<file path="src/rtl/fpu_host_if_if.sv">
// CPU-side 8-bit host bus of the FPU: strobes, address and data, plus the command-end handshake.
interface fpu_host_if_if;
    logic [7:0] databus_in;
    logic [7:0] databus_out;
    logic [3:0] addr;
    logic       cs;
    logic       rd;
    logic       wr;
    logic       end_ack;
    logic       cmd_end;
    logic       busy;

    modport master (
        output databus_in, addr, cs, rd, wr, end_ack,
        input  databus_out, cmd_end, busy
    );

    modport slave (
        input  databus_in, addr, cs, rd, wr, end_ack,
        output databus_out, cmd_end, busy
    );
endinterface

</file>
<file path="src/rtl/fpu_host_if.sv">
// Host-port responder for the FPU: operand/op-code/result registers, write-strobe decode
// and the start / cmd_end / end_ack command sequencer in front of the arithmetic core.
module fpu_host_if #(
    parameter int OP_W    = 4,
    parameter int TIMEOUT = 0
) (
    input  logic            clk,
    input  logic            arst,
    fpu_host_if_if.slave    bus,
    output logic            core_start,
    output logic [OP_W-1:0] core_op,
    output logic [31:0]     core_a,
    output logic [31:0]     core_b,
    input  logic            core_done,
    input  logic [31:0]     core_result
);

    localparam logic [1:0] S_IDLE = 2'd0;
    localparam logic [1:0] S_RUN  = 2'd1;
    localparam logic [1:0] S_DONE = 2'd2;

    localparam int             CW      = (TIMEOUT > 1) ? $clog2(TIMEOUT) : 1;
    localparam logic [CW-1:0]  TO_LAST = CW'((TIMEOUT > 0) ? TIMEOUT - 1 : 0);
    localparam logic [31:0]    QNAN    = 32'h7FC0_0000;

    logic [1:0]      state_q, state_d;
    logic            wr_q, wr_d;
    logic [31:0]     a_q, a_d;
    logic [31:0]     b_q, b_d;
    logic [OP_W-1:0] op_q, op_d;
    logic [31:0]     res_q, res_d;
    logic            ovr_q, ovr_d;
    logic            start_q, start_d;
    logic [CW-1:0]   cnt_q, cnt_d;

    logic            wr_commit;
    logic            locked;
    logic [7:0]      rdata;

    // wr_q remembers the previous sampled strobe level, so a long low strobe commits once.
    assign wr_commit = !bus.cs && !bus.wr && wr_q;
    assign locked    = (state_q != S_IDLE);

    always_comb begin
        state_d = state_q;
        wr_d    = bus.wr;
        a_d     = a_q;
        b_d     = b_q;
        op_d    = op_q;
        res_d   = res_q;
        ovr_d   = ovr_q;
        start_d = 1'b0;
        cnt_d   = cnt_q;

        if (wr_commit) begin
            if (bus.addr == 4'hD) begin
                ovr_d = 1'b0;
            end else if (bus.addr <= 4'd9) begin
                if (locked) begin
                    ovr_d = 1'b1;
                end else if (bus.addr < 4'd4) begin
                    a_d[{bus.addr[1:0], 3'b000} +: 8] = bus.databus_in;
                end else if (bus.addr < 4'd8) begin
                    b_d[{bus.addr[1:0], 3'b000} +: 8] = bus.databus_in;
                end else if (bus.addr == 4'd8) begin
                    op_d = bus.databus_in[OP_W-1:0];
                end
            end
        end

        // Sequencer runs after the write decode so a timeout's ovr set beats a same-cycle clear.
        case (state_q)
            S_IDLE: begin
                if (wr_commit && bus.addr == 4'd9) begin
                    start_d = 1'b1;
                    res_d   = '0;
                    cnt_d   = '0;
                    state_d = S_RUN;
                end
            end
            S_RUN: begin
                if (core_done) begin
                    res_d   = core_result;
                    state_d = S_DONE;
                end else if (TIMEOUT > 0) begin
                    if (cnt_q == TO_LAST) begin
                        res_d   = QNAN;
                        ovr_d   = 1'b1;
                        state_d = S_DONE;
                    end else begin
                        cnt_d = cnt_q + 1'b1;
                    end
                end
            end
            S_DONE: begin
                if (bus.end_ack) state_d = S_IDLE;
            end
            default: state_d = S_IDLE;
        endcase
    end

    always_ff @(posedge clk or posedge arst) begin
        if (arst) begin
            state_q <= S_IDLE;
            wr_q    <= 1'b0;
            a_q     <= '0;
            b_q     <= '0;
            op_q    <= '0;
            res_q   <= '0;
            ovr_q   <= 1'b0;
            start_q <= 1'b0;
            cnt_q   <= '0;
        end else begin
            state_q <= state_d;
            wr_q    <= wr_d;
            a_q     <= a_d;
            b_q     <= b_d;
            op_q    <= op_d;
            res_q   <= res_d;
            ovr_q   <= ovr_d;
            start_q <= start_d;
            cnt_q   <= cnt_d;
        end
    end

    always_comb begin
        rdata = 8'h00;
        if (!bus.cs && !bus.rd) begin
            case (bus.addr)
                4'h0, 4'h1, 4'h2, 4'h3: rdata = a_q[{bus.addr[1:0], 3'b000} +: 8];
                4'h4, 4'h5, 4'h6, 4'h7: rdata = b_q[{bus.addr[1:0], 3'b000} +: 8];
                4'h8:    rdata = 8'(op_q);
                4'h9:    rdata = res_q[7:0];
                4'hA:    rdata = res_q[15:8];
                4'hB:    rdata = res_q[23:16];
                4'hC:    rdata = res_q[31:24];
                4'hD:    rdata = {5'b0, ovr_q, state_q == S_DONE, state_q == S_RUN};
                default: rdata = 8'h00;
            endcase
        end
    end

    assign bus.databus_out = rdata;
    assign bus.busy        = (state_q == S_RUN);
    assign bus.cmd_end     = (state_q == S_DONE);
    assign core_start      = start_q;
    assign core_op         = op_q;
    assign core_a          = a_q;
    assign core_b          = b_q;

endmodule

</file>
<file path="src/flat_wrapper.sv">
// flat-port wrapper written by rule: the top's interface ports become plain ports
module fpu_host_if_flat 
#(
    parameter int OP_W    = 4,
    parameter int TIMEOUT = 0
)
  (clk, arst, core_start, core_op, core_a, core_b, core_done, core_result, bus_databus_in, bus_addr, bus_cs, bus_rd, bus_wr, bus_end_ack, bus_databus_out, bus_cmd_end, bus_busy);
  fpu_host_if_if bus_i ();
  input  logic clk;
  input  logic arst;
  output logic core_start;
  output logic [OP_W-1:0] core_op;
  output logic [31:0] core_a;
  output logic [31:0] core_b;
  input  logic core_done;
  input  logic [31:0] core_result;
  input wire logic [$bits(bus_i.databus_in)-1:0] bus_databus_in;
  input wire logic [$bits(bus_i.addr)-1:0] bus_addr;
  input wire logic [$bits(bus_i.cs)-1:0] bus_cs;
  input wire logic [$bits(bus_i.rd)-1:0] bus_rd;
  input wire logic [$bits(bus_i.wr)-1:0] bus_wr;
  input wire logic [$bits(bus_i.end_ack)-1:0] bus_end_ack;
  output wire logic [$bits(bus_i.databus_out)-1:0] bus_databus_out;
  output wire logic [$bits(bus_i.cmd_end)-1:0] bus_cmd_end;
  output wire logic [$bits(bus_i.busy)-1:0] bus_busy;
  assign bus_i.databus_in = bus_databus_in;
  assign bus_i.addr = bus_addr;
  assign bus_i.cs = bus_cs;
  assign bus_i.rd = bus_rd;
  assign bus_i.wr = bus_wr;
  assign bus_i.end_ack = bus_end_ack;
  assign bus_databus_out = bus_i.databus_out;
  assign bus_cmd_end = bus_i.cmd_end;
  assign bus_busy = bus_i.busy;
  fpu_host_if #(.OP_W(OP_W), .TIMEOUT(TIMEOUT)) u_core (.clk(clk), .arst(arst), .bus(bus_i), .core_start(core_start), .core_op(core_op), .core_a(core_a), .core_b(core_b), .core_done(core_done), .core_result(core_result));
endmodule
</file>
<file path="config.mk">
export PLATFORM = sky130hd
export DESIGN_NAME = fpu_host_if_flat
export DESIGN_NICKNAME = d
export VERILOG_FILES = /design/src/rtl/fpu_host_if_if.sv /design/src/rtl/fpu_host_if.sv /design/src/flat_wrapper.sv
export SDC_FILE = /design/constraint.sdc
export NUM_CORES = 1
export LEC_CHECK = 0
export ABC_CLOCK_PERIOD_IN_PS = 9400
export CAP_MARGIN = 20
export CORE_MARGIN = 2
export CORE_UTILIZATION = 53
export CTS_CLUSTER_DIAMETER = 30
export DETAILED_ROUTE_END_ITERATION = 6
export PLACE_DENSITY = 0.92
export REMOVE_ABC_BUFFERS = 1
export SLEW_MARGIN = 15
export SYNTH_ARGS = -nofsm -noshare
export SYNTH_HDL_FRONTEND = slang
export SYNTH_SLANG_ARGS = --single-unit
</file>
<file path="constraint.sdc">
create_clock -name clk -period 9.4 [get_ports clk]
set_clock_uncertainty 0.1 [all_clocks]
set_input_delay 1.41 -clock clk [delete_from_list [all_inputs] [get_ports clk]]
set_output_delay 1.41 -clock clk [all_outputs]
set_load 0.1 [all_outputs]
</file>
==> flow_summary.json <==
{
  "outcome": "complete, no violations",
  "power.internal_uw": 682,
  "p_leak_nw": 2.70,
  "cellPowerDensity_nw_per_um2": 154,
  "hold_viol_final": 0,
  "numClockSinks": 105,
  "slowest_stage": "clkdlybuf4s50_1",
  "worstPathMaxFanout": 19,
  "ys_seq_elements": 105,
  "crit_path_frequent_cell": "clkdlybuf4s50_1",
  "portBuffers": 129,
  "synth_edf_count": 0,
  "htreeDepth": 3,
  "die_h_um": 102,
  "min-delay-path-class": "register to register",
  "cts.reportedPaths.clkPinSlew_ns": 0.09,
  "grt_start_max_net_pins": 66,
  "row_count": 35,
  "first_pass_iters": 6,
  "drive_above_1_share_pct": 5.84,
  "yosysWarnings": 0,
  "cts_buffer_depth": 2,
  "drc": 0,
  "crit_type": "input port to output port",
  "cts_resized": 0,
  "synthFlopType": "dfrtp_1",
  "crit_path_cell_trace": "clkdlybuf4s50_1, inv_1, ha_1, nor4_4, nand2b_1, mux2i_1, a211o_1, o22ai_1, clkdlybuf4s50_1",
  "seq_area_frac_synth_pct": 52.0,
  "pwr-share-clk_pct": 29.7,
  "ys_types": 45,
  "p_switching_uw": 337,
  "pwr-share-comb_pct": 22.4,
  "gr-total-overflow": 0,
  "synth_top_family_by_area": "simple AND/OR/NAND/NOR gates",
  "finalWorstSetupSlack_ns": 1.68,
  "timing.final.setup_violations": 0,
  "cp.required_ns": 7.89,
  "netlist_instances": 554,
  "syn_area_um2": 5050,
  "swShare_pct": 33.1,
  "fin_util_pct": 71.6,
  "tightest_slew_ns": 1.05,
  "wl_um": 15800,
  "start_kind": "input port",
  "final-seq-area_um2": 2630,
  "antennaDiodeCount": 0,
  "vias_per_cell": 6.17,
  "insertion_delay_ns": 0.37,
  "slew_violations": 0,
  "p_seq_share_pct": 47.9,
  "ant_nets": 0,
  "multiInputGateArea_um2": 2240,
  "cts_root_buffer": "clkbuf_8",
  "synth_area_per_cell_um2": 9.12,
  "synth_adder_area_share_pct": 1.49,
  "slew_headroom_pct": 29.6,
  "synth_area_leaders": "dfrtp_1, nand2_1, o21ai_0",
  "synth-simple-area-share_pct": 20.1,
  "grt_pass1_wl_um": 24400,
  "max_cap_viol_count": 0,
  "gp_congestion": 0.902,
  "crit_arrival_ns": 6.21,
  "rsz0062_at_grt": "false",
  "ios": 130,
  "post-cts-setup-buffers": 0,
  "ys_top_cells_by_count": "nand2_1, dfrtp_1, o21ai_0",
  "antenna_found_initial": 0,
  "area_growth_pct": 30.9,
  "yosysTopAreaCellShare_pct": 52.0,
  "ir_drop_mv": 0.101,
  "nets": 721,
  "synth-xor-area-share_pct": 0,
  "yosys.area.top_type": "dfrtp_1",
  "synth-compound-area-share_pct": 17.9,
  "yosysMostFrequentCell": "nand2_1",
  "setup_tns_ns": 0,
  "synthArstFlopShare_pct": 100,
  "drt_iter0_markers": 712,
  "die_area_um2": 10300,
  "vias": 4915,
  "hold_buffers": 0,
  "slowest_delay_ns": 1.18,
  "period_needed_ns": 7.72,
  "coreArea_um2": 9240,
  "first_global_vias": 4676,
  "grt_usage_pct": 31.0,
  "dieWidth_um": 102,
  "synth_mux_area_share_pct": 4.66,
  "dp.final_hpwl_um": 11500,
  "tritoncts": "yes",
  "cp-end-kind": "output port",
  "fillers": 674,
  "initial_core_util_pct": 54.7,
  "fin_crit_sh_pct": 82.1,
  "cts_buffers": 9,
  "pre_cts_slack_ns": 1.83,
  "fmax_ghz": 0.130,
  "wl_per_cell_um": 19.8
}
power by group through the flow:
stage	registers [mW]	clock network [mW]	logic [mW]
final	0.488	0.302	0.228
after global routing	0.489	0.317	0.239
after CTS	0.487	0.302	0.227
after detailed placement	0.495	0	0.226
after global placement	0.494	0	0.220
after floorplan	0.579	0	0.0610
logic make-up after synthesis:
family / after synthesis
DFF: 105
and+or+nand+nor: 233
muxes: 18
AOI/OAI and AO/OA: 150
buffers and inverters: 42
adders and majority gates: 6
cells in the final DEF, fill, tap and decap left out, drive strengths merged, types with 3 or more instances in the layout:
cell and n:
dfrtp 105, nor3b 3, nor2 22, a211o 3
clkbuf 10, mux4 4, nand4b 4, clkdlybuf4s50 129
nand2 177, mux2i 10, inv 8, a221oi 8
a222oi 5, nor4 3, ha 6, mux2 4
buf 4, nand2b 3, a22oi 8, o21ai 101
a31oi 7, a21oi 4, o22ai 3, nand4 5
nand3 9, a32o 4
flip-flops by register name, indices dropped and copies added (netlist names):
| register | flops |
|---|---|
| u_core.core_start | 1 |
| u_core.ovr_q | 1 |
| u_core.core_b | 32 |
| u_core.state_q | 2 |
| u_core.res_q | 32 |
| u_core.core_a | 32 |
| u_core.core_op | 4 |
| u_core.wr_q | 1 |
metrics by stage:
stage,hold slack (ns),power [mW],std cells,area (um2)
CTS,0.399,1.02,797,6610
global placement,0.367,0.714,781,6370
finish,0.395,1.02,797,6610
detailed placement,0.375,0.722,782,6400
global route,0.423,1.05,797,6610
floorplan,0.349,0.640,520,4890
critical path: cells and delay by family:
family,cells,cell delay [ns]
AOI/OAI and AO/OA,2,0.54
adders and majority gates,1,0.56
buffers and inverters,3,2.41
muxes,1,0.17
and+or+nand+nor,2,1.12
area by class of cell:
| class | count | area share (%) |
|---|---|---|
| timing repair buffer | 133 | 20.3 |
| clock buffer | 10 | 1.93 |
| sequential | 105 | 39.7 |
| multi-input combinational | 407 | 33.9 |
| inverter | 8 | 0.492 |
| clock inverter | 5 | 1.23 |
| tap | 129 | 2.44 |
worst paths after layout:
path	start	cells past startpoint	to	slack, ns
max	bus_addr[0]	9	bus_databus_out[6]	1.68
min	u_core.res_q[6]	2	u_core.res_q[6]	0.40
max reg2reg	u_core.wr_q	4	u_core.core_b[18]	6.96
min reg2reg	u_core.res_q[6]	2	u_core.res_q[6]	0.40
max in group asynchronous	arst	3	u_core.core_a[25]	6.69
min in group asynchronous	arst	2	u_core.res_q[3]	1.33
layer usage:
metal  up-vias  track usage [%]  wire (um)  share of wire [%]
met5         -                0          0                  0
met4         0             14.0        667                4.2
met3        55             4.76       1650                 10
met2       341             49.5       7480                 47
met1      2371             42.2       5960                 38
li1       2148                -          -                  -
Note: power is estimated with default switching activity, not from simulation.
